[src/rtl/bnn_pkg.sv]
`default_nettype none
// ============================================================================
// Package : bnn_pkg
// Brief   : Shared constants for the BPU group sequencer: FSM state codes,
//           instruction field positions and load sizes.
// Rev     : 1.0 - initial release
// ============================================================================
package bnn_pkg;

  // Sequencer states
  typedef logic [2:0] state_t;
  localparam state_t ST_IDLE     = 3'd0;
  localparam state_t ST_LOAD_WGT = 3'd1;
  localparam state_t ST_LOAD_IMG = 3'd2;
  localparam state_t ST_CMP0     = 3'd3;
  localparam state_t ST_CMP1     = 3'd4;
  localparam state_t ST_SHIFT    = 3'd5;
  localparam state_t ST_DRAIN    = 3'd6;

  // bpug_instr field layout
  localparam int IMG_EN_BIT = 7;
  localparam int WGT_EN_BIT = 6;
  localparam int DSEL_BIT   = 5;
  localparam int OP_LSB     = 0;
  localparam int OP_W       = 5;

  localparam logic [OP_W-1:0] OP_NOP = 5'd0;

  // Load sizes: 8 BPUs x 7 weights, 7-column image window
  localparam int WGT_WORDS = 56;
  localparam int WIN_COLS  = 7;

endpackage : bnn_pkg
`default_nettype wire

[src/rtl/bpug_res_delay.sv]
`default_nettype none
// ============================================================================
// Module : bpug_res_delay
// Brief  : LAT-deep valid/tag shift line that tracks compute issues until
//          their BPU results are ready; empty flag lets the sequencer drain.
// Rev    : 1.0 - initial release
// ============================================================================
module bpug_res_delay #(
  parameter int LAT   = 2,
  parameter int TAG_W = 9
) (
  input  logic             clk,
  input  logic             rst,
  input  logic             i_push,
  input  logic [TAG_W-1:0] i_tag,
  output logic             o_valid,
  output logic [TAG_W-1:0] o_tag,
  output logic             o_empty
);

  logic [LAT-1:0]   r_vld;
  logic [TAG_W-1:0] r_tag [LAT];

  // Shift entries one stage per cycle; stage 0 takes the new issue
  always_ff @(posedge clk) begin
    if (rst) begin
      r_vld <= '0;
      for (int i = 0; i < LAT; i++) r_tag[i] <= '0;
    end else begin
      r_vld[0] <= i_push;
      r_tag[0] <= i_tag;
      for (int i = 1; i < LAT; i++) begin
        r_vld[i] <= r_vld[i-1];
        r_tag[i] <= r_tag[i-1];
      end
    end
  end

  assign o_valid = r_vld[LAT-1];
  assign o_tag   = r_tag[LAT-1];
  assign o_empty = ~|r_vld;

endmodule : bpug_res_delay
`default_nettype wire

[src/rtl/bpug_seq.sv]
`default_nettype none
// ============================================================================
// Module : bpug_seq
// Brief  : BPU group sequencer. Streams weights and image columns into the
//          group, slides the 7-column window across the band issuing two
//          compute ops per position, and captures the tagged results.
// Rev    : 1.0 - initial release
// ============================================================================
module bpug_seq #(
  parameter int WGT_WORDS = bnn_pkg::WGT_WORDS,
  parameter int WIN_COLS  = bnn_pkg::WIN_COLS,
  parameter int PIPE_LAT  = 2
) (
  input  logic        clk,
  input  logic        rst,
  input  logic        start,
  input  logic [7:0]  cfg_cols,
  input  logic [4:0]  cfg_op,
  input  logic        cfg_keep_wgt,
  input  logic        s_valid,
  output logic        s_ready,
  input  logic [7:0]  s_data,
  output logic        bpug_sel,
  output logic [7:0]  bpug_instr,
  output logic [7:0]  bpug_data,
  input  logic [55:0] bpu_out,
  output logic        res_valid,
  output logic [55:0] res_data,
  output logic [7:0]  res_col,
  output logic        res_half,
  output logic        busy,
  output logic        done,
  output logic        err
);

  import bnn_pkg::*;

  localparam logic [7:0] c_wgt_last  = 8'(WGT_WORDS - 1);
  localparam logic [7:0] c_img_last  = 8'(WIN_COLS - 1);
  localparam logic [7:0] c_win_cols  = 8'(WIN_COLS);
  localparam logic [7:0] c_instr_wgt = 8'(1 << WGT_EN_BIT);
  localparam logic [7:0] c_instr_img = 8'(1 << IMG_EN_BIT);

  state_t          r_state;
  state_t          w_nxt;
  logic [7:0]      r_cols;
  logic [OP_W-1:0] r_op;
  logic [7:0]      r_bcnt;
  logic [7:0]      r_wcnt;

  logic        r_s_ready, r_sel, r_busy, r_done, r_err, r_res_valid, r_res_half;
  logic [7:0]  r_instr, r_data, r_res_col;
  logic [55:0] r_res_data;

  logic        w_accept, w_cfg_ok, w_last_win, w_push;
  logic [7:0]  w_cmp_instr;
  logic        w_dl_valid, w_dl_empty;
  logic [8:0]  w_dl_tag;

  assign w_accept   = s_valid & r_s_ready;
  assign w_cfg_ok   = (cfg_cols >= c_win_cols) && (cfg_op != OP_NOP);
  assign w_last_win = r_wcnt >= (r_cols - c_win_cols);
  assign w_push     = (r_state == ST_CMP0) || (r_state == ST_CMP1);

  // Compute instruction: data_sel picks the upper (CMP1) row half
  always_comb begin
    w_cmp_instr                  = '0;
    w_cmp_instr[OP_LSB +: OP_W]  = r_op;
    w_cmp_instr[DSEL_BIT]        = (r_state == ST_CMP1);
  end

  // Next-state selection
  always_comb begin
    w_nxt = r_state;
    case (r_state)
      ST_IDLE:     if (start && w_cfg_ok) w_nxt = cfg_keep_wgt ? ST_LOAD_IMG : ST_LOAD_WGT;
      ST_LOAD_WGT: if (w_accept && (r_bcnt == c_wgt_last)) w_nxt = ST_LOAD_IMG;
      ST_LOAD_IMG: if (w_accept && (r_bcnt == c_img_last)) w_nxt = ST_CMP0;
      ST_CMP0:     w_nxt = ST_CMP1;
      ST_CMP1:     w_nxt = w_last_win ? ST_DRAIN : ST_SHIFT;
      ST_SHIFT:    if (w_accept) w_nxt = ST_CMP0;
      ST_DRAIN:    if (w_dl_empty) w_nxt = ST_IDLE;
      default:     w_nxt = ST_IDLE;
    endcase
  end

  // Tags ride alongside each compute issue until its result is ready
  bpug_res_delay #(
    .LAT   (PIPE_LAT),
    .TAG_W (9)
  ) u_res_delay (
    .clk     (clk),
    .rst     (rst),
    .i_push  (w_push),
    .i_tag   ({r_wcnt, (r_state == ST_CMP1)}),
    .o_valid (w_dl_valid),
    .o_tag   (w_dl_tag),
    .o_empty (w_dl_empty)
  );

  // State, counters and all registered outputs
  always_ff @(posedge clk) begin
    if (rst) begin
      r_state     <= ST_IDLE;
      r_cols      <= '0;
      r_op        <= '0;
      r_bcnt      <= '0;
      r_wcnt      <= '0;
      r_s_ready   <= 1'b0;
      r_sel       <= 1'b0;
      r_busy      <= 1'b0;
      r_done      <= 1'b0;
      r_err       <= 1'b0;
      r_instr     <= '0;
      r_data      <= '0;
      r_res_valid <= 1'b0;
      r_res_data  <= '0;
      r_res_col   <= '0;
      r_res_half  <= 1'b0;
    end else begin
      r_state   <= w_nxt;
      r_busy    <= (w_nxt != ST_IDLE);
      r_sel     <= (w_nxt != ST_IDLE);
      r_s_ready <= (w_nxt == ST_LOAD_WGT) || (w_nxt == ST_LOAD_IMG) || (w_nxt == ST_SHIFT);
      r_done    <= 1'b0;
      r_err     <= 1'b0;
      r_instr   <= '0;

      case (r_state)
        ST_IDLE: begin
          r_bcnt <= '0;
          r_wcnt <= '0;
          if (start) begin
            if (w_cfg_ok) begin
              r_cols <= cfg_cols;
              r_op   <= cfg_op;
            end else begin
              r_err  <= 1'b1;
            end
          end
        end
        ST_LOAD_WGT: if (w_accept) begin
          r_instr <= c_instr_wgt;
          r_data  <= s_data;
          r_bcnt  <= (r_bcnt == c_wgt_last) ? 8'd0 : r_bcnt + 8'd1;
        end
        ST_LOAD_IMG: if (w_accept) begin
          r_instr <= c_instr_img;
          r_data  <= s_data;
          r_bcnt  <= r_bcnt + 8'd1;
        end
        ST_CMP0, ST_CMP1: r_instr <= w_cmp_instr;
        ST_SHIFT: if (w_accept) begin
          r_instr <= c_instr_img;
          r_data  <= s_data;
          r_wcnt  <= r_wcnt + 8'd1;
        end
        ST_DRAIN: if (w_dl_empty) r_done <= 1'b1;
        default: ;
      endcase

      r_res_valid <= w_dl_valid;
      if (w_dl_valid) begin
        r_res_data <= bpu_out;
        r_res_col  <= w_dl_tag[8:1];
        r_res_half <= w_dl_tag[0];
      end
    end
  end

  assign s_ready    = r_s_ready;
  assign bpug_sel   = r_sel;
  assign bpug_instr = r_instr;
  assign bpug_data  = r_data;
  assign res_valid  = r_res_valid;
  assign res_data   = r_res_data;
  assign res_col    = r_res_col;
  assign res_half   = r_res_half;
  assign busy       = r_busy;
  assign done       = r_done;
  assign err        = r_err;

endmodule : bpug_seq
`default_nettype wire
[config.mk]
export PLATFORM = sky130hd
export DESIGN_NAME = bpug_seq
export DESIGN_NICKNAME = d
export VERILOG_FILES = /design/src/rtl/bnn_pkg.sv /design/src/rtl/bpug_res_delay.sv /design/src/rtl/bpug_seq.sv
export SDC_FILE = /design/constraint.sdc
export NUM_CORES = 1
export LEC_CHECK = 0
export CAP_MARGIN = 20
export CORE_MARGIN = 10
export CORE_UTILIZATION = 41
export CTS_BUF_LIST = sky130_fd_sc_hd__clkbuf_16
export DETAILED_ROUTE_END_ITERATION = 10
export DONT_BUFFER_PORTS = 1
export PLACE_DENSITY = 0.66
export SLEW_MARGIN = 20
export SYNTH_ARGS = -nofsm -noshare
export SYNTH_HDL_FRONTEND = slang
export SYNTH_HIERARCHICAL = 1
export SYNTH_SLANG_ARGS = --single-unit
[constraint.sdc]
create_clock -name clk -period 4.8 [get_ports clk]
set_input_delay 1.44 -clock clk [delete_from_list [all_inputs] [get_ports clk]]
set_output_delay 1.44 -clock clk [all_outputs]
set_load 0.02 [all_outputs]
==> flow_summary.json, run 1 <==
{
  "cts_buffers": 17,
  "holdWs_ns": 0.438,
  "wl_per_cell_um": 17.5,
  "worstMarginPinSlew_ns": 0.991,
  "dp_cells": 668,
  "ys_seq_elements": 138,
  "drt.antenna.violating_nets": 0,
  "cts_tree": "yes",
  "finalPower_mw": 2.57,
  "synth_edf_count": 0,
  "hold_path.class": "register to register",
  "worst_slack_ns": 1.57,
  "yosysTopAreaCell": "dfxtp_1",
  "grt_pass1_vias": 3552,
  "area_growth_pct": 10.9,
  "fin_skew_ns": 0.00889,
  "clock-sinks": 138,
  "clkTransAtPathRegs_ns": 0.05,
  "required_ns": 5.07,
  "yosys_warnings": 6,
  "period_share_pct": 67.2,
  "synth_area_sq_um": 5430,
  "worstPathMaxFanout": 5,
  "placed_cell_area_sq_um": 5460,
  "clkLatencyLatePin_ns": 0.41,
  "drive_gt1_share_pct": 11.0,
  "die_w_um": 135,
  "num_antenna_cells": 0,
  "grt_max_degree": 120,
  "drv_slew": 0,
  "status": "completed",
  "fillCellCount": 1154,
  "start_util_pct": 42.5,
  "num_vias": 3536,
  "rows": 41,
  "boundaryPins": 169,
  "firstDrtPassIters": 6,
  "clockRootBuffer": "clkbuf_16",
  "cellPowerDensity_nw_per_um2": 427,
  "fin_cells": 699,
  "hold_viol": 0,
  "syn_inst": 533,
  "rsz0062_at_grt": "false",
  "max_freq_mhz": 310,
  "grtUsageTotal_pct": 13.2,
  "synthTopCellsByCount": "dfxtp_1 (138), nor2_1 (117), mux2i_1 (86)",
  "register_area_sq_um": 2770,
  "ir_worst_vdd_uv": 229,
  "tns_ns": 0,
  "clockBufferDepth": 2,
  "ys_seq_area_share_pct": 50.9,
  "synth_most_common_cell": "dfxtp_1",
  "overflow": 0,
  "portBuffers": 0,
  "crit_path_start_kind": "register",
  "yosysTopAreaCellShare_pct": 50.9,
  "dr.first_iter.drc_count": 227,
  "crit_arrival_ns": 3.49,
  "synth_flop_cell": "dfxtp_1",
  "core_area_sq_um": 12800,
  "ctsHoldBuffers": 0,
  "hpwl_um": 8910,
  "final_core_util_pct": 47.2,
  "cts_resized": 0,
  "ys_types": 50,
  "cts_max_level": 4,
  "design_area_sq_um": 6020,
  "grt_first_pass_wirelength_um": 19100,
  "wl_um": 12200,
  "antenna_found_initial": 0,
  "leakagePower_nw": 2.22,
  "viasPerCell": 5.06,
  "drc": 0,
  "setup_viol": 0,
  "relSlewSlack_pct": 33.7,
  "avgSynthCellArea_sq_um": 10.2,
  "multiInputGateArea_sq_um": 2430,
  "place_ws_ns": 1.50,
  "postCtsSetupBuffers": 0,
  "cap_viol_max_count": 0,
  "die_h_um": 135,
  "routabilityCongestion": 0.811,
  "fin_crit_ns": 3.23,
  "floorplan.die_area_sq_um": 18300,
  "ys_async_sr_fraction_pct": 0,
  "nets": 609,
  "yosys-top-cells-area": "dfxtp_1 (51%), mux2i_1 (16%), nor2_1 (8.1%), ha_1 (2.8%), nor2b_2 (2.6%)",
  "syn_nets": 627,
  "crit_type": "register to register",
  "cp-end-kind": "register"
}
## routing by layer
layer	vias up	routed length, um	global-route usage, %
met5	-	0	0
met4	0	149	5.32
met3	16	1420	7.27
met2	133	6020	21.6
met1	1636	4620	13.7
li1	1751	-	-
## cell type report
class	instances	share of cell area [%]
Timing Repair Buffer	1	0.125
Multi-Input combinational cell	346	40.3
Inverter	11	0.686
Clock inverter	14	2.33
Clock buffer	17	7.06
Tap cell	172	3.57
Sequential cell	138	45.9
## cell usage in the layout, fill, tap and decap left out, drive strengths merged, types with 7 or more instances in the layout
cell and n:
clkbuf 17, clkinv 8, dfxtp 138, ha 12
inv 13, mux2i 86, nand2 16, nand3 7
nor2 117, nor2b 24, xnor2 9, xor2 10
## sequential cells by signal, summed over array words and instances (netlist names)
name               flops
bpug_data              8
bpug_instr             8
busy                   1
done                   1
err                    1
r_bcnt                 8
r_cols                 8
r_op                   5
r_state                3
r_wcnt                 8
res_col                8
res_data              56
res_half               1
res_valid              1
s_ready                1
u_res_delay/r_tag     18
u_res_delay/r_vld      2
## logic make-up (layout without fill, tap and decap cells)
| logic type | count (synthesis) | in the layout | share of synthesized area, % |
|---|---|---|---|
| compound gates | 33 | 33 | 4.97 |
| xor+xnor | 19 | 19 | 3.06 |
| fa+ha+maj | 12 | 12 | 2.76 |
| buf+inv | 49 | 43 | 4.47 |
| flops | 138 | 138 | 50.9 |
| mux | 86 | 86 | 15.8 |
| simple gates | 196 | 196 | 18.0 |
## critical path, stage by stage (launching register included)
cell	delay [ns]
dfxtp_1	0.35
nand3_1	0.13
nor3b_1	0.34
or3b_2	0.50
xor2_1	0.16
ha_1	0.30
nand2_1	0.07
a211o_1	0.23
o221ai_1	0.37
nor2_1	0.07
a211oi_1	0.40
a31oi_1	0.15
## worst paths after layout
check,startpoint,to,slack [ns],cells past startpoint
max,r_cols[2]$_SDFFE_PP0P_,busy$_SDFF_PP0_,1.57,11
min,u_res_delay/r_tag[0][2]$_SDFF_PP0_,u_res_delay/r_tag[0][11]$_SDFF_PP0_,0.44,1
max reg2reg,r_cols[2]$_SDFFE_PP0P_,busy$_SDFF_PP0_,1.57,11
min reg2reg,u_res_delay/r_tag[0][2]$_SDFF_PP0_,u_res_delay/r_tag[0][11]$_SDFF_PP0_,0.44,1
## report_power, final
group,leakage (nW),internal [mW],switching (mW)
Combinational,0.824,0.0566,0.0659
Sequential,1.12,1.17,0.0372
Clock,0.285,0.797,0.451
(Power assumes the default switching activity.)
==> run 2, diff against run 1 <==
==> constraint.sdc (replaced) <==
create_clock -name clk -period 3.16 [get_ports clk]
set_input_delay 0.948 -clock clk [delete_from_list [all_inputs] [get_ports clk]]
set_output_delay 0.948 -clock clk [all_outputs]
set_load 0.02 [all_outputs]
==> flow_summary.json, run 2 (synthesis results as in run 1) <==
{
  "status": "completed",
  "cellPowerDensity_nw_per_um2": 646,
  "grt_pass1_vias": 3531,
  "clkTransAtPathRegs_ns": 0.06,
  "path_cells": "nand3_1 > nor3b_1 > or3b_2 > xor2_1 > ha_1 > nand2_1 > a211o_1 > o221ai_2 > a221oi_4 > a211o_2 > o22ai_2",
  "clockBufferDepth": 2,
  "cap_viol_max_count": 0,
  "r2r_slack_ns": 0.19,
  "postCtsSetupBuffers": 0,
  "cts_buffers": 17,
  "path_delay_family": "compound AO/OA/AOI/OAI gates",
  "crit_end": "s_ready$_SDFF_PP0_",
  "worstPathMaxFanout": 5,
  "relSlewSlack_pct": 28.0,
  "worst-r2r-cell-count": 11,
  "cts_max_level": 4,
  "antenna_found_initial": 0,
  "core_area_sq_um": 12800,
  "largest_reg_flops": 56,
  "hold_path.class": "register to register",
  "grtUsageTotal_pct": 13.1,
  "netSwitchingPower_uw": 837,
  "final_cell_mix": "dfxtp_1 (137), nor2_1 (117), mux2i_1 (86)",
  "num_vias": 3500,
  "finalPower_mw": 3.91,
  "fin_crit_ns": 2.97,
  "ir_worst_vdd_uv": 351,
  "crit_slowest_cell": "or3b_2",
  "overflow": 0,
  "drive_gt1_share_pct": 11.2,
  "hold_viol": 0,
  "comb_power_share_pct": 4.8,
  "hpwl_um": 9050,
  "final_core_util_pct": 47.3,
  "crit_type": "register to register",
  "cp-end-kind": "register",
  "nets": 610,
  "power.internal_mw": 3.07,
  "seqPwrFrac_pct": 46.8,
  "grt_max_degree": 120,
  "crit_arrival_ns": 3.30,
  "floorplan.die_area_sq_um": 18300,
  "rows": 41,
  "die_h_um": 135,
  "fin_skew_ns": 0.00631,
  "drv_slew": 0,
  "clock-sinks": 138,
  "drc": 0,
  "start_util_pct": 42.5,
  "rsz0062_at_grt": "false",
  "routabilityCongestion": 0.827,
  "dr.first_iter.drc_count": 172,
  "switching_share_pct": 21.4,
  "area_growth_pct": 11.2,
  "viasPerCell": 4.99,
  "wl_per_cell_um": 17.5,
  "layout_commonest_cell": "dfxtp_1",
  "tns_ns": 0,
  "firstDrtPassIters": 5,
  "setup.worst_path.start": "r_cols[2]$_SDFFE_PP0P_",
  "max_freq_mhz": 337,
  "drt.antenna.violating_nets": 0,
  "cts_tree": "yes",
  "rr_startpoint": "r_cols[2]$_SDFFE_PP0P_",
  "period_share_pct": 93.9,
  "holdWs_ns": 0.435,
  "clockRootBuffer": "clkbuf_16",
  "required_ns": 3.50,
  "clkLatencyLatePin_ns": 0.41,
  "die_w_um": 135,
  "boundaryPins": 169,
  "wl_um": 12200,
  "r2r_end": "s_ready$_SDFF_PP0_",
  "leakagePower_nw": 2.23,
  "portBuffers": 0,
  "worstMarginPinSlew_ns": 1.08,
  "grt_first_pass_wirelength_um": 19200,
  "pwr-share-clk_pct": 48.4,
  "crit_buf_inv": 0,
  "crit_path_start_kind": "register",
  "setup_viol": 0,
  "slowest_delay_ns": 0.49,
  "cp.depth": 11,
  "num_antenna_cells": 0
}
run 2: changes by cell type in the layout (fill, tap and decap cells not counted):
cell,previous run,this run
clkinv_1,4,6
a211oi_2,0,1
inv_1,13,14
clkinv_2,4,2
o221ai_1,1,0
o221ai_2,0,1
a211oi_1,3,2
buf_4,1,2
run 2: cell type report:
cell class	instances	area [sq um]
Sequential cell	138	2770
Inverter	11	41.3
Clock inverter	15	141
Multi-Input combinational cell	346	2440
Timing Repair Buffer	2	15.0
Tap cell	172	215
Fill cell	1159	6730
Clock buffer	17	425
run 2: how the worst min path moves through the flow:
stage | start | end | slack (ns) | cells after the start
floorplan | u_res_delay/r_tag[0][1]$_SDFF_PP0_ | u_res_delay/r_tag[0][10]$_SDFF_PP0_ | 0.41 | 1
global placement | u_res_delay/r_tag[0][2]$_SDFF_PP0_ | u_res_delay/r_tag[0][11]$_SDFF_PP0_ | 0.43 | 1
detailed placement | u_res_delay/r_tag[0][7]$_SDFF_PP0_ | u_res_delay/r_tag[0][16]$_SDFF_PP0_ | 0.42 | 1
CTS | u_res_delay/r_tag[0][7]$_SDFF_PP0_ | u_res_delay/r_tag[0][16]$_SDFF_PP0_ | 0.44 | 1
global route | u_res_delay/r_tag[0][1]$_SDFF_PP0_ | u_res_delay/r_tag[0][10]$_SDFF_PP0_ | 0.45 | 1
finish | u_res_delay/r_tag[0][1]$_SDFF_PP0_ | u_res_delay/r_tag[0][10]$_SDFF_PP0_ | 0.44 | 1
run 2: what timing repair did:
| item | CTS | global route |
|---|---|---|
| resized for setup | 0 | 2 |
| endpoints found under the setup margin | 0 | 3 |
| hold buffers | 0 | 0 |
| endpoints found under the hold margin | 0 | 0 |
run 2: per-stage QoR:
stage                     setup WS [ns]  instance area [sq um]  cells
after floorplan                   0.339                   5430    533
after global placement            0.181                   5470    669
after detailed placement         0.0509                   5470    669
after CTS                        0.0172                   6030    701
after global routing             0.0726                   6040    701
final                             0.192                   6040    701
run 2: power groups by stage:
stage               combinational (mW)  clock (mW)  sequential (mW)
floorplan                        0.195           0             1.85
global placement                 0.181           0             1.86
detailed placement               0.189           0             1.86
CTS                              0.189        1.94             1.83
global route                     0.214        2.03             1.83
finish                           0.189        1.89             1.83
run 2: metal layers:
| metal | wire length, um | part of all wire [%] | up-vias | global-route usage (%) |
|---|---|---|---|---|
| met5 | 0 | 0 | - | 0 |
| met4 | 238 | 1.9 | 0 | 6.58 |
| met3 | 1330 | 11 | 22 | 6.57 |
| met2 | 5970 | 49 | 129 | 21.2 |
| met1 | 4700 | 38 | 1600 | 14.0 |
| li1 | - | - | 1749 | - |
